## src/rtl/speed_pulse_counter.sv

```systemverilog
// speed_pulse_counter: counts rising edges of the synchronised wheel pulse over a fixed gate window and publishes speed, over-speed and saturation; define OVERSPEED_HYST_EN for over-speed hysteresis
module speed_pulse_counter #(
  parameter int CNT_W       = 8,
  parameter int GATE_CYCLES = 1000,
  parameter int SPEED_LIMIT = 60,
  parameter int HYST        = 4
) (
  input  logic             CLK,
  input  logic             CLR_BAR,
  input  logic             PULSE_Q,
  input  logic             ENABLE,
  output logic [CNT_W-1:0] SPEED,
  output logic             SPEED_VALID,
  output logic             OVERSPEED,
  output logic             SATURATED
);
  localparam int TW = $clog2(GATE_CYCLES);
  localparam logic [TW-1:0] LAST = TW'(GATE_CYCLES - 1);
  localparam logic [CNT_W-1:0] MAX = '1;
  localparam logic [CNT_W-1:0] LIM = CNT_W'(SPEED_LIMIT);
  if (GATE_CYCLES < 2 || HYST > SPEED_LIMIT) begin : g_bad_params
    $error("speed_pulse_counter: GATE_CYCLES must be >= 2 and HYST <= SPEED_LIMIT");
  end
  typedef enum logic [1:0] {IDLE, COUNT, LATCH} state_t;
  state_t           state;
  logic [TW-1:0]    timer;
  logic [CNT_W-1:0] count;
  logic             prev;
  logic             rise;
  logic             over_next;
  assign rise = PULSE_Q & ~prev;
`ifdef OVERSPEED_HYST_EN
  localparam logic [CNT_W-1:0] LOW = LIM - CNT_W'(HYST);
  // over-speed sets above the limit, clears only below the hysteresis band, holds in between
  always_comb over_next = (count > LIM) ? 1'b1 : (count < LOW) ? 1'b0 : OVERSPEED;
`else
  // over-speed follows the latched count directly
  always_comb over_next = count > LIM;
`endif
  // window sequencer: counts edges in COUNT, publishes in LATCH, carries a LATCH-cycle edge into the next window
  always_ff @(posedge CLK or negedge CLR_BAR) begin
    if (!CLR_BAR) begin
      state       <= IDLE;
      timer       <= '0;
      count       <= '0;
      prev        <= 1'b1;
      SPEED       <= '0;
      SPEED_VALID <= 1'b0;
      OVERSPEED   <= 1'b0;
      SATURATED   <= 1'b0;
    end else begin
      prev        <= PULSE_Q;
      SPEED_VALID <= 1'b0;
      case (state)
        IDLE: begin
          timer <= '0;
          count <= '0;
          if (ENABLE) state <= COUNT;
        end
        COUNT: begin
          if (!ENABLE) begin
            state <= IDLE;
            timer <= '0;
            count <= '0;
          end else begin
            if (rise && count != MAX) count <= count + 1'b1;
            if (timer == LAST) state <= LATCH;
            else timer <= timer + 1'b1;
          end
        end
        LATCH: begin
          SPEED       <= count;
          SPEED_VALID <= 1'b1;
          SATURATED   <= count == MAX;
          OVERSPEED   <= over_next;
          timer       <= '0;
          count       <= CNT_W'(rise);
          state       <= ENABLE ? COUNT : IDLE;
        end
        default: state <= IDLE;
      endcase
    end
  end
endmodule

```

## config.mk

```make
export PLATFORM = sky130hd
export DESIGN_NAME = speed_pulse_counter
export DESIGN_NICKNAME = d
export VERILOG_FILES = /design/src/rtl/speed_pulse_counter.sv
export SDC_FILE = /design/constraint.sdc
export NUM_CORES = 1
export LEC_CHECK = 0
export ABC_CLOCK_PERIOD_IN_PS = 4220
export CAP_MARGIN = 5
export CORE_UTILIZATION = 55
export CTS_CLUSTER_SIZE = 40
export DETAILED_ROUTE_END_ITERATION = 10
export HOLD_SLACK_MARGIN = 0.15
export PLACE_DENSITY = 0.74
export SLEW_MARGIN = 20
export SYNTH_ARGS = -nofsm -noshare
export SYNTH_HDL_FRONTEND = slang
export SYNTH_SLANG_ARGS = --single-unit
```

## constraint.sdc

```tcl
create_clock -name CLK -period 4.22 [get_ports CLK]
set_input_delay 0.844 -clock CLK [delete_from_list [all_inputs] [get_ports CLK]]
set_output_delay 0.844 -clock CLK [all_outputs]
set_load 0.02 [all_outputs]
```

* Yosys cells after proc, flatten, opt, wreduce, memory -nomap -nowiden
Cells that the tools add are included.
** Word-level totals
- Output and inout bits :: 11
- Register bits :: 32
** Operators by class
- Reductions and logical operators :: 8
- Multiplexer cells :: 12
- Add/sub/neg operators :: 2
- Bitwise gates (word level) :: 2
- $lt $le $gt $ge :: 1
- Equality and inequality tests :: 9
** Operator list (number)
- 8-bit case mux with 3 select lines :: 1
- 10-bit 2-to-1 mux :: 2
- 10-bit case mux with 2 select lines :: 1
- 8-bit 2-to-1 mux :: 2
- 10-bit by 1-bit adder with 10-bit output (second input constant) :: 1
- 10-bit equality test (second input constant) :: 1
- 3-bit inequality test (second input constant) :: 3
- 8-bit by 1-bit adder with 8-bit output (second input constant) :: 1
- 8-bit equality test (second input constant) :: 1
- 8-bit by 6-bit greater-than comparator with 1-bit output (second input constant) :: 1
- 8-bit inequality test (second input constant) :: 1
- 2-bit 2-to-1 mux :: 3
- 2-bit case mux with 3 select lines :: 1
- 2-bit AND reduction :: 3
- 3-bit nonzero test :: 1
- 2-bit by 1-bit equality test with 1-bit output (second input constant) :: 1
- 2-bit equality test (second input constant) :: 1
- 2-bit zero test :: 1
- 1-bit 2-to-1 mux :: 2
- 2-bit inequality test (second input constant) :: 1
- 2-bit nonzero test :: 1
- 2-bit OR reduction :: 1
- 1-bit bitwise AND :: 1
- 1-bit logical AND :: 1
- 1-bit inverter :: 1

* Logic depth before layout (Yosys ltp)
Gate-level depths: netlist (run 1).
- Word-level depth :: 6
- Depth in mapped cells :: 7
- Gate-level depth less buffers :: 6

* Worst setup path after synthesis (run 1)
OpenSTA, ideal clock, no wires.
- Path kind :: input to register
- Start :: in ENABLE
- End :: reg timer[0]
- Cell stages on the path :: 4
- Data required time :: 4.143 ns
- Path slack :: 2.452 ns
- Arrival time :: 1.691 ns
- Path buffers :: 1
- Setup time :: 0.077 ns
- Cell sequence :: buf_2 -> nand2_1 -> or4_1 -> o21ai_1
** On the way
- Cells in the longest elaborated chain, start to end :: 2
- Elaborated cells on any way between the ends :: 4
** Ends and longest elaborated chain
- start: declaration :: RTL line 11 : input logic ENABLE,
- 10-bit 2-to-1 mux / 3-bit inequality test (equally long branches)
- 10-bit case mux with 2 select lines / 2-bit AND reduction (equally long branches)
- end signal: assignment :: RTL line 68 : else timer <= timer + 1'b1;
- end: declaration :: RTL line 26 : logic [TW-1:0] timer;
Parallel ways exist; a longest one is shown, timed or not.
A chain may end at the register's enable or synchronous reset.

* Worst setup path after layout (run 1)
- Start :: in ENABLE
- End :: reg count[3]
** On the way
- Cells in the longest elaborated chain, start to end :: 2
- Elaborated cells on any way between the ends :: 4
** Ends and longest elaborated chain
- 8-bit 2-to-1 mux / 3-bit inequality test (equally long branches)
- 8-bit case mux with 3 select lines / 2-bit AND reduction (equally long branches)
- end signal: assignment :: RTL line 66 : if (rise && count != MAX) count <= count + 1'b1;
- end signal: assignment :: RTL line 77 : count <= CNT_W'(rise);
- end: declaration :: RTL line 27 : logic [CNT_W-1:0] count;
Parallel ways exist; a longest one is shown, timed or not.

==> summary.md, run 1 <==
| Metric | Value |
|---|---|
| Run status | `finished, final reports clean` |
| Fill cell instance count of the final layout | `226` |
| Clock Sink Count | `32` |
| Post-synth EDFFs | `0` |
| Uppermost layer routed | `met4` |
| YS warnings | `0` |
| Highest achievable clock rate | `444 MHz` |
| Number of buffers inserted during clock tree synthesis | `5` |
| Drt via density | `5.97` |
| Vias in the first global route | `1286` |
| CTS tree | `done` |
| Maximum single-stage delay on the critical path | `0.72 ns` |
| Clock-pin slew of the registers on the worst-case setup and hold paths | `0.09 ns` |
| Gpl congestion | `0.852` |
| Number of antenna violations at the first check in global routing | `0` |
| Largest voltage drop on the vdd net | `261 uV` |
| Max Fanout on Critical Path | `12` |
| Resized Gates After CTS | `0` |
| Distinct cell type count of the synthesized netlist | `44` |
| Skew final | `~0.017 ns` |
| Number of placement rows | `19` |
| Largest net degree at the start of global routing | `33` |
| Iteration-0 DRC Markers | `31` |
| Minimum clock period after layout | `about 2.3 ns` |
| Normalized max-slew margin | `a little under three fifths` |
| Endpoint type of the worst setup path | `register` |
| Via count | `1272` |
| First-pass iteration count of the detailed router | `4` |
| First-pass GRT wire length | `5710 um` |
| Crit path arrival time | `2.51 ns` |
| FF+latch count, synth | `32` |
| Bufs and invs on worst path | `1` |
| Total nets after synthesis | `173` |
| Footprint of the multi-input gates | `872 sq um` |
| Setup TNS Final | `0 ns` |
| Cells along the critical path | `clkdlybuf4s50_1, nand3_1, nor3_2, nor3b_1, a2bb2oi_1` |
| Sequential area share after synthesis | `46.5%` |
| Family of cells with the greatest summed delay on the critical path | `simple AND/OR/NAND/NOR gates` |
| Final Setup Violations | `0` |
| Count of final max-slew check failures | `0` |
| Element type at the critical path start | `input pin` |
| Buffer count from post-CTS setup fixing | `0` |
| Buffers from clock root to sink, at most | `2` |
| Wire length on met2 | `1690 um` |
| Max Cap Violations | `0` |
| Aggregate routed wire length | `3310 um` |
| CTS H-Tree Depth | `2` |
| Reg area | `802 sq um` |
| Fraction of final layout cells sized beyond drive strength 1 | `15.4%` |
| Routed wl met3 | `approximately 81 um` |
| Starting density of the core | `60.5%` |
| Area grow syn2layout | `13.4%` |
| Final hold violation count | `0` |
| Total inserted antenna cells | `0` |
| Placeable core region | `between 0.002 and 0.003 sq mm` |
| IO Count | `15` |
| Required time of the critical path | `about 4.5 ns` |
| Setup repair after global routing missed its margin | `false` |
| Number of cells produced by synthesis | `162` |
| Port-buffer cells | `14` |
| Die footprint | `~0.0034 sq mm` |
| Die extent in x | `between 50 and 60 um` |
| Total global-route track usage | `22.8%` |
| Sum of overflow across all layers after global routing | `0` |
| Commonest cells after routing, fill and taps aside | `31 x sky130_fd_sc_hd__dfrtp_1, 14 x sky130_fd_sc_hd__clkdlybuf4s50_1, 13 x sky130_fd_sc_hd__nor2_1, 13 x sky130_fd_sc_hd__nand2_1` |
| CP Class | `input pin to register` |
| WL met1 | `1490 um` |
| Cell type of the slowest stage on the worst timing path | `sky130_fd_sc_hd__clkdlybuf4s50_1` |
| Cell area after synthesis | `~0.0017 sq mm` |
| Post-route DRC | `0` |
| Latest clock arrival within the worst-skew pair | `0.33 ns` |
| Power per unit of standard cell area | `340 mW/mm^2` |
| Cts hold-fix bufs | `0` |
| Min-delay worst type | `register to register` |
| Final worst path period share | `a little over half` |
| Leak Pwr | `0.830 nW` |
| Most used DFF post-synth | `sky130_fd_sc_hd__dfrtp_1` |
| Commonest non-fill, non-tap cell in the layout | `sky130_fd_sc_hd__dfrtp_1` |
| Remaining antenna violation count | `0` |
| Root cell of the clock tree | `sky130_fd_sc_hd__clkbuf_4` |
| HPWL reported at the end of detailed placement | `2380 um` |
| Final nets | `192` |
| Dpl cell area | `0.00190 sq mm` |
| Pin slew with the least headroom to its limit | `0.652 ns` |
| Synth Area per Inst | `around 11 sq um` |
| Vertical extent of the die | `58.0 um` |
| Post-route cell area | `0.00196 sq mm` |
| Per-cell routed wire length | `15.6 um` |
| Proportion of register bits with asynchronous set or reset after synthesis | `100%` |
## synthesized netlist by cell type (all sizes together), types with 3 or more instances
cell type  number  area [sq um]
dfrtp          31           776
nand2          13          48.8
nor2           13          48.8
inv            10          37.5
mux2            9           101
nand3           8          40.0
nor3            8          72.6
ha              7          87.6
a21oi           6          30.0
a31oi           6          37.5
o21ai           5          25.0
xnor2           5          43.8
nor4            4          40.0
mux2i           3          30.0
nor3b           3          22.5
o22ai           3          25.0
## state kept, by name, indices dropped and copies added, names as in the netlist
name,flops
prev,1
SPEED_VALID,1
SATURATED,1
SPEED,8
count,8
timer,10
state,2
OVERSPEED,1
## cell type report
type / count / share of cell area, %
repair buffers: 15 / 7.54
inverters: 10 / 1.92
clock buffers: 8 / 3.01
multi-input cells: 117 / 44.6
flip-flops and latches: 32 / 41.0
well taps: 31 / 1.98
## kinds of logic after synthesis
group | count (synthesis) | synth area share, %
AOI/OAI and AO/OA | 32 | 13.9
xor gates and xnor gates | 5 | 2.54
adders and majority gates | 7 | 5.08
buffers and inverters | 13 | 2.97
DFF | 32 | 46.5
muxes | 12 | 7.61
and+or+nand+nor | 61 | 21.5
## through the flow
stage | setup WS, ns | std cells | total power [mW] | util, % | hold slack, ns
6_report | 1.97 | 213 | 0.665 | 68.6 | 0.509
3_3_place_gp | 1.72 | 205 | 0.481 | 66.5 | 0.490
3_5_place_dp | 1.67 | 205 | 0.486 | 66.5 | 0.495
2_1_floorplan | 2.45 | 162 | 0.446 | - | 0.490
5_1_grt | 1.85 | 213 | 0.703 | 68.6 | 0.541
4_1_cts | 2.01 | 213 | 0.670 | 68.6 | 0.516
## metal layers
| layer | track usage [%] | up-vias |
|---|---|---|
| met3 | 7.37 | 5 |
| met4 | 9.18 | 0 |
| met2 | 38.4 | 14 |
| met1 | 26.8 | 623 |
| li1 | - | 630 |
| met5 | 0 | - |
## worst paths after layout
kind	startpoint	slack, ns	endpoint	cells past startpoint
min in group asynchronous	CLR_BAR	0.90	SPEED_VALID$_DFF_PN0_	2
max in group asynchronous	CLR_BAR	2.98	prev$_DFF_PN1_	2
worst max-delay path	ENABLE	1.97	count[3]$_DFFE_PN0P_	5
worst min-delay path	SPEED[6]$_DFFE_PN0P_	0.51	SPEED[6]$_DFFE_PN0P_	1
worst min register to register	SPEED[6]$_DFFE_PN0P_	0.51	SPEED[6]$_DFFE_PN0P_	1
worst max register to register	state[0]$_DFFE_PN0P_	2.09	timer[3]$_DFFE_PN0P_	6
## power by group
group / internal, mW / total (mW) / switching, mW / leakage (nW)
combinational: 0.0502 / 0.154 / 0.104 / 0.356
clock: 0.0822 / 0.184 / 0.102 / 0.0326
sequential: 0.316 / 0.327 / 0.0105 / 0.442
total: 0.449 / 0.665 / 0.217 / 0.830
No activity file was read; power rests on OpenSTA's default activity.
==> run 2: changes to the inputs <==
--- a/config.mk
+++ b/config.mk
@@ -5,7 +5,7 @@
 export SDC_FILE = /design/constraint.sdc
 export NUM_CORES = 1
 export LEC_CHECK = 0
-export ABC_CLOCK_PERIOD_IN_PS = 4220
+export ABC_CLOCK_PERIOD_IN_PS = 2300
 export CAP_MARGIN = 5
 export CORE_UTILIZATION = 55
 export CTS_CLUSTER_SIZE = 40
==> constraint.sdc (replaced) <==
create_clock -name CLK -period 2.3 [get_ports CLK]
set_input_delay 0.46 -clock CLK [delete_from_list [all_inputs] [get_ports CLK]]
set_output_delay 0.46 -clock CLK [all_outputs]
set_load 0.02 [all_outputs]
==> run 2 against run 1 <==
Clock-buffer cell count shrank 3; worst hold slack lost 0.0041 ns; die area is the same; power grew 98%; setup slack lost 1.6 ns; cell count grew 0.94%; sequential share of layout area shrank 0.75 points; core utilization grew 1.3 points; sequential cell count is the same; clock skew shrank 0.013 ns; first-iteration DRC count grew 68%; largest cell class unchanged; largest power group unchanged.
==> summary.md, run 2 (synthesis gave the netlist of run 1 again) <==
| Metric | Value |
|---|---|
| Post-route DRC | `0` |
| Final Setup Violations | `0` |
| Net switching share of the total power | `31.5%` |
| Number of antenna violations at the first check in global routing | `0` |
| Die footprint | `0.00337 sq mm` |
| Required time of the critical path | `2.57 ns` |
| Register bank with the most flops | `timer` |
| Setup repair after global routing missed its margin | `false` |
| Top flop regs | `timer: 10 flops, SPEED: 8 flops, count: 8 flops` |
| Latest clock arrival within the worst-skew pair | `~0.34 ns` |
| Maximum single-stage delay on the critical path | `approximately 0.42 ns` |
| Resized Gates After CTS | `0` |
| Buffer count from post-CTS setup fixing | `0` |
| CTS H-Tree Depth | `2` |
| Highest achievable clock rate | `519 MHz` |
| Sum of overflow across all layers after global routing | `0` |
| Fraction of final layout cells sized beyond drive strength 1 | `17.4%` |
| Remaining antenna violation count | `0` |
| Clock network fraction of total power | `32.6%` |
| Count of final max-slew check failures | `0` |
| Crit path arrival time | `~2.2 ns` |
| Number of buffers inserted during clock tree synthesis | `5` |
| Power per unit of standard cell area | `between 600 and 700 mW/mm^2` |
| Minimum clock period after layout | `about 1.9 ns` |
| Core occupancy in the finished layout | `69.9%` |
| Final worst path period share | `83.8%` |
| IO Count | `15` |
| Gpl congestion | `0.840` |
| Total internal power | `0.900 mW` |
| HPWL reported at the end of detailed placement | `2450 um` |
| First-pass iteration count of the detailed router | `5` |
| Max Cap Violations | `0` |
| Cts hold-fix bufs | `0` |
| Largest voltage drop on the vdd net | `759 uV` |
| Cell type of the slowest stage on the worst timing path | `sky130_fd_sc_hd__dfrtp_1` |
| Number of placement rows | `19` |
| Element type at the critical path start | `register` |
| Die extent in x | `58.0 um` |
| Via count | `1323` |
| Port-buffer cells | `14` |
| Max Fanout on Critical Path | `8` |
| Clock-pin slew of the registers on the worst-case setup and hold paths | `0.10 ns` |
| Per-cell routed wire length | `~16 um` |
| Sequential share of power | `approximately 45%` |
| Vertical extent of the die | `slightly below 60 um` |
| Part of the power in combinational logic | `between 20% and 30%` |
| Commonest cells after routing, fill and taps aside | `31 x sky130_fd_sc_hd__dfrtp_1, 14 x sky130_fd_sc_hd__clkdlybuf4s50_1, 13 x sky130_fd_sc_hd__nor2_1, 13 x sky130_fd_sc_hd__nand2_1` |
| CTS tree | `done` |
| Skew final | `0.00471 ns` |
| Clock Sink Count | `32` |
| Run status | `finished, final reports clean` |
| CP Class | `register to register` |
| Final nets | `194` |
| Vias in the first global route | `1391` |
| Buffers from clock root to sink, at most | `2` |
| Commonest non-fill, non-tap cell in the layout | `sky130_fd_sc_hd__dfrtp_1` |
| Aggregate routed wire length | `3460 um` |
| Iteration-0 DRC Markers | `52` |
| Net switching component of the power | `0.414 mW` |
| Max reg flops | `10` |
| Cells along the critical path | `inv_1, ha_1, nand3_1, nor3_2, nor3b_1, a2bb2oi_1` |
| Normalized max-slew margin | `58.6%` |
| Endpoint type of the worst setup path | `register` |
| Largest net degree at the start of global routing | `33` |
| Setup TNS Final | `0 ns` |
| Pin slew with the least headroom to its limit | `0.617 ns` |
| Placeable core region | `0.00285 sq mm` |
| Total inserted antenna cells | `0` |
| Fill cell instance count of the final layout | `228` |
| Leak Pwr | `~0.85 nW` |
| First-pass GRT wire length | `6330 um` |
| Min-delay worst type | `input pin to async pin` |
| Final hold violation count | `0` |
| Total global-route track usage | `between 20% and 30%` |
| Root cell of the clock tree | `sky130_fd_sc_hd__clkbuf_4` |
| Drt via density | `6.15` |
| Area grow syn2layout | `15.5%` |
| Starting density of the core | `60.5%` |
[run 2: cell count changes in the layout (fill, tap and decap cells not counted), sizes merged]
| cell | change |
|---|---|
| buf | +2 |
| clkinv | +1 |
| clkbuf | -3 |
| bufinv | +1 |
| clkinvlp | +1 |
[run 2: worst max-delay path, delay by kind of cell (launching register included)]
| family | cells | cell delay, ns |
|---|---|---|
| adder cells (fa/ha/maj) | 1 | 0.36 |
| AND/OR/NAND/NOR | 3 | 0.78 |
| buffers and inverters | 1 | 0.11 |
| AO/OA/AOI/OAI | 1 | 0.18 |
| flip-flops | 1 | 0.42 |
[run 2: per-stage QoR]
stage               setup WS [ns]  hold WS, ns  power (mW)  std cells  area [sq um]
floorplan                   0.720        0.164       0.818        162          1730
global placement            0.335        0.490       0.886        207          1910
detailed placement          0.289        0.496       0.896        207          1910
CTS                         0.414        0.516        1.33        215          1990
global route                0.235        0.526        1.39        215          1990
finish                      0.372        0.505        1.31        215          1990
[run 2: power groups by stage]
stage / clock [mW] / combinational, mW / sequential, mW
after floorplan: 0 / 0.214 / 0.604
after global placement: 0 / 0.278 / 0.608
after detailed placement: 0 / 0.288 / 0.608
after CTS: 0.438 / 0.289 / 0.598
after global routing: 0.462 / 0.328 / 0.600
final: 0.428 / 0.288 / 0.597
[run 2: cell type report]
cell class	count	area (sq um)	share of cell area, %
Clock buffer	5	37.5	1.88
Sequential cell	32	802	40.2
Tap cell	31	38.8	1.95
Clock inverter	3	42.5	2.13
Inverter	10	37.5	1.88
Timing Repair Buffer	17	163	8.16
Multi-Input combinational cell	117	872	43.8
[run 2: worst paths after layout]
kind / startpoint / end / slack [ns] / cells past startpoint
worst min-delay path: CLR_BAR / timer[0]$_DFFE_PN0P_ / 0.51 / 2
worst max register to register: state[1]$_DFFE_PN0P_ / count[3]$_DFFE_PN0P_ / 0.37 / 6
worst max-delay path: state[1]$_DFFE_PN0P_ / count[3]$_DFFE_PN0P_ / 0.37 / 6
max in group asynchronous: CLR_BAR / prev$_DFF_PN1_ / 1.46 / 2
worst min register to register: SPEED[7]$_DFFE_PN0P_ / SPEED[7]$_DFFE_PN0P_ / 0.52 / 1
min in group CLK: SPEED[7]$_DFFE_PN0P_ / SPEED[7]$_DFFE_PN0P_ / 0.52 / 1
[run 2: metal layers]
layer	vias up	global-route usage [%]	wire, um
li1	639	-	-
met1	650	31.7	1500
met4	0	13.3	46
met3	5	4.91	140
met2	29	41.9	1770
met5	-	0	0
==> run 3: changes to the inputs <==
--- a/config.mk
+++ b/config.mk
@@ -5,7 +5,7 @@
 export SDC_FILE = /design/constraint.sdc
 export NUM_CORES = 1
 export LEC_CHECK = 0
-export ABC_CLOCK_PERIOD_IN_PS = 2300
+export ABC_CLOCK_PERIOD_IN_PS = 1950
 export CAP_MARGIN = 5
 export CORE_UTILIZATION = 55
 export CTS_CLUSTER_SIZE = 40
==> constraint.sdc (replaced) <==
create_clock -name CLK -period 1.95 [get_ports CLK]
set_input_delay 0.39 -clock CLK [delete_from_list [all_inputs] [get_ports CLK]]
set_output_delay 0.39 -clock CLK [all_outputs]
set_load 0.02 [all_outputs]
==> run 3 against run 2 <==
Fmax grew 7.6%; routed wire length is 4.2% lower; clock skew grew 0.0046 ns; power is 7.5% higher; cell count grew 0.47%; first-iteration DRC count is 21% lower.
==> summary.md, run 3 (synthesis gave the netlist of run 1 again) <==
| Metric | Value |
|---|---|
| Commonest cells after routing, fill and taps aside | `31 x sky130_fd_sc_hd__dfrtp_1, 14 x sky130_fd_sc_hd__clkdlybuf4s50_1, 13 x sky130_fd_sc_hd__nor2_1, 13 x sky130_fd_sc_hd__nand2_1` |
| GRT met1 Usage | `28.8%` |
| Starting density of the core | `60.5%` |
| Number of placement rows | `19` |
| Crit path arrival time | `2.03 ns` |
| Largest net degree at the start of global routing | `33` |
| Fraction of final layout cells sized beyond drive strength 1 | `17.8%` |
| Area grow syn2layout | `15.3%` |
| Root cell of the clock tree | `sky130_fd_sc_hd__clkbuf_4` |
| Min-delay worst type | `input pin to async pin` |
| Minimum clock period after layout | `1.79 ns` |
| Total power | `around 1.4 mW` |
| Number of buffers inserted during clock tree synthesis | `5` |
| Count of final max-slew check failures | `0` |
| Met3 track demand over resource | `6.25%` |
| Hold Slack | `0.456 ns` |
| Final hold violation count | `0` |
| Iteration-0 DRC Markers | `41` |
| Required time of the critical path | `between 2 and 2.5 ns` |
| Latest clock arrival within the worst-skew pair | `approximately 0.32 ns` |
| Largest voltage drop on the vdd net | `578 uV` |
| Final nets | `between 150 and 200` |
| Leak Pwr | `0.843 nW` |
| HPWL reported at the end of detailed placement | `2370 um` |
| Drt via density | `approximately 6` |
| Final worst path period share | `just over 90%` |
| Met2 Usage GRT | `41.4%` |
| Vertical extent of the die | `slightly below 60 um` |
| Worst-case setup slack after placement | `-0.0239 ns` |
| Placeable core region | `0.00285 sq mm` |
| First-pass iteration count of the detailed router | `4` |
| Highest achievable clock rate | `558 MHz` |
| Gpl congestion | `just over 0.8` |
| Buffers from clock root to sink, at most | `2` |
| Element type at the critical path start | `register` |
| Die extent in x | `58.0 um` |
| Setup slack after layout | `roughly 0.16 ns` |
| Total global-route track usage | `between 20% and 30%` |
| Setup repair after global routing missed its margin | `true` |
| Register bank with the most flops | `timer` |
| Count of non-filler cells in the finished layout | `216` |
| CTS H-Tree Depth | `2` |
| Total inserted antenna cells | `0` |
| Most heavily used metal layer in global routing | `met2` |
| Via count | `1299` |
| CP Class | `register to register` |
| Crit Reg-Reg Startpoint | `state[1]$_DFFE_PN0P_` |
| Max reg flops | `10` |
| Sum of overflow across all layers after global routing | `0` |
| Cell total after placement | `around 210` |
| Run status | `finished, final reports clean` |
| CP startpoint | `state[1]$_DFFE_PN0P_` |
| Buffer count from post-CTS setup fixing | `0` |
| Max Cap Violations | `0` |
| Resized Gates After CTS | `0` |
| First-pass GRT wire length | `5980 um` |
| Commonest non-fill, non-tap cell in the layout | `sky130_fd_sc_hd__dfrtp_1` |
| Final Setup Violations | `0` |
| Pin slew with the least headroom to its limit | `0.416 ns` |
| Clock Sink Count | `32` |
| Clock-pin slew of the registers on the worst-case setup and hold paths | `~0.10 ns` |
| CTS tree | `done` |
| Endpoint type of the worst setup path | `register` |
| IO Count | `15` |
| Normalized max-slew margin | `approximately 72%` |
| Remaining antenna violation count | `0` |
| Die footprint | `0.00337 sq mm` |
| Number of antenna violations at the first check in global routing | `0` |
| Top flop regs | `timer: 10 flops, SPEED: 8 flops, count: 8 flops` |
| Aggregate routed wire length | `between 3000 and 4000 um` |
| Port-buffer cells | `14` |
| Max Fanout on Critical Path | `8` |
| Post-route DRC | `0` |
| Skew final | `slightly above 0.009 ns` |
| Cts hold-fix bufs | `0` |
| Power per unit of standard cell area | `710 mW/mm^2` |
| Vias in the first global route | `1334` |
| Per-cell routed wire length | `15.3 um` |
## run 3: cell count changes in the layout (fill, tap and decap cells not counted), sizes merged
cell / change
clkinvlp: -1
clkbuf: +1
bufinv: -1
buf: +2
## run 3: area by class of cell
type	count	area [sq um]
multi-input cells	117	887
flip-flops and latches	32	802
inverters	10	37.5
well taps	31	38.8
repair buffers	19	178
clock buffers	6	41.3
clock inverters	1	5.00
fillers	237	863
## run 3: critical path, cell delays in order, from the launching register on
cell and delay, ns:
sky130_fd_sc_hd__dfrtp_1 0.42, sky130_fd_sc_hd__inv_1 0.12, sky130_fd_sc_hd__ha_2 0.31, sky130_fd_sc_hd__nand3_1 0.17, sky130_fd_sc_hd__nor3_4 0.25, sky130_fd_sc_hd__nor3b_1 0.26
sky130_fd_sc_hd__a2bb2oi_1 0.18
## run 3: power breakdown
part	switching [mW]	internal (mW)
combinational	0.239	0.131
sequential	0.0212	0.684
clock	0.205	0.133
total	0.465	0.948
## run 3: worst paths after layout
kind	endpoint	slack [ns]	depth (start not counted)
worst max-delay path	count[3]$_DFFE_PN0P_	0.16	6
worst min-delay path	SPEED_VALID$_DFF_PN0_	0.46	2
worst max register to register	count[3]$_DFFE_PN0P_	0.16	6
worst min register to register	SPEED[7]$_DFFE_PN0P_	0.51	1
max in group asynchronous	prev$_DFF_PN1_	1.16	2
min in group CLK	prev$_DFF_PN1_	0.50	1
## run 3: through the flow
stage / TNS [ns] / utilization [%] / area (sq um)
3_5_place_dp: -0.0239 / 67.6 / 1930
5_1_grt: -0.0284 / 69.7 / 1990
6_report: 0 / 69.7 / 1990
2_1_floorplan: 0 / - / 1730
3_3_place_gp: 0 / 67.6 / 1930
4_1_cts: 0 / 69.2 / 1970
## run 3: per-layer routing
| layer | vias up | wire, um |
|---|---|---|
| li1 | 638 | - |
| met1 | 636 | 1470 |
| met2 | 23 | 1700 |
| met3 | 2 | 113 |
| met4 | 0 | 17 |
| met5 | - | 0 |
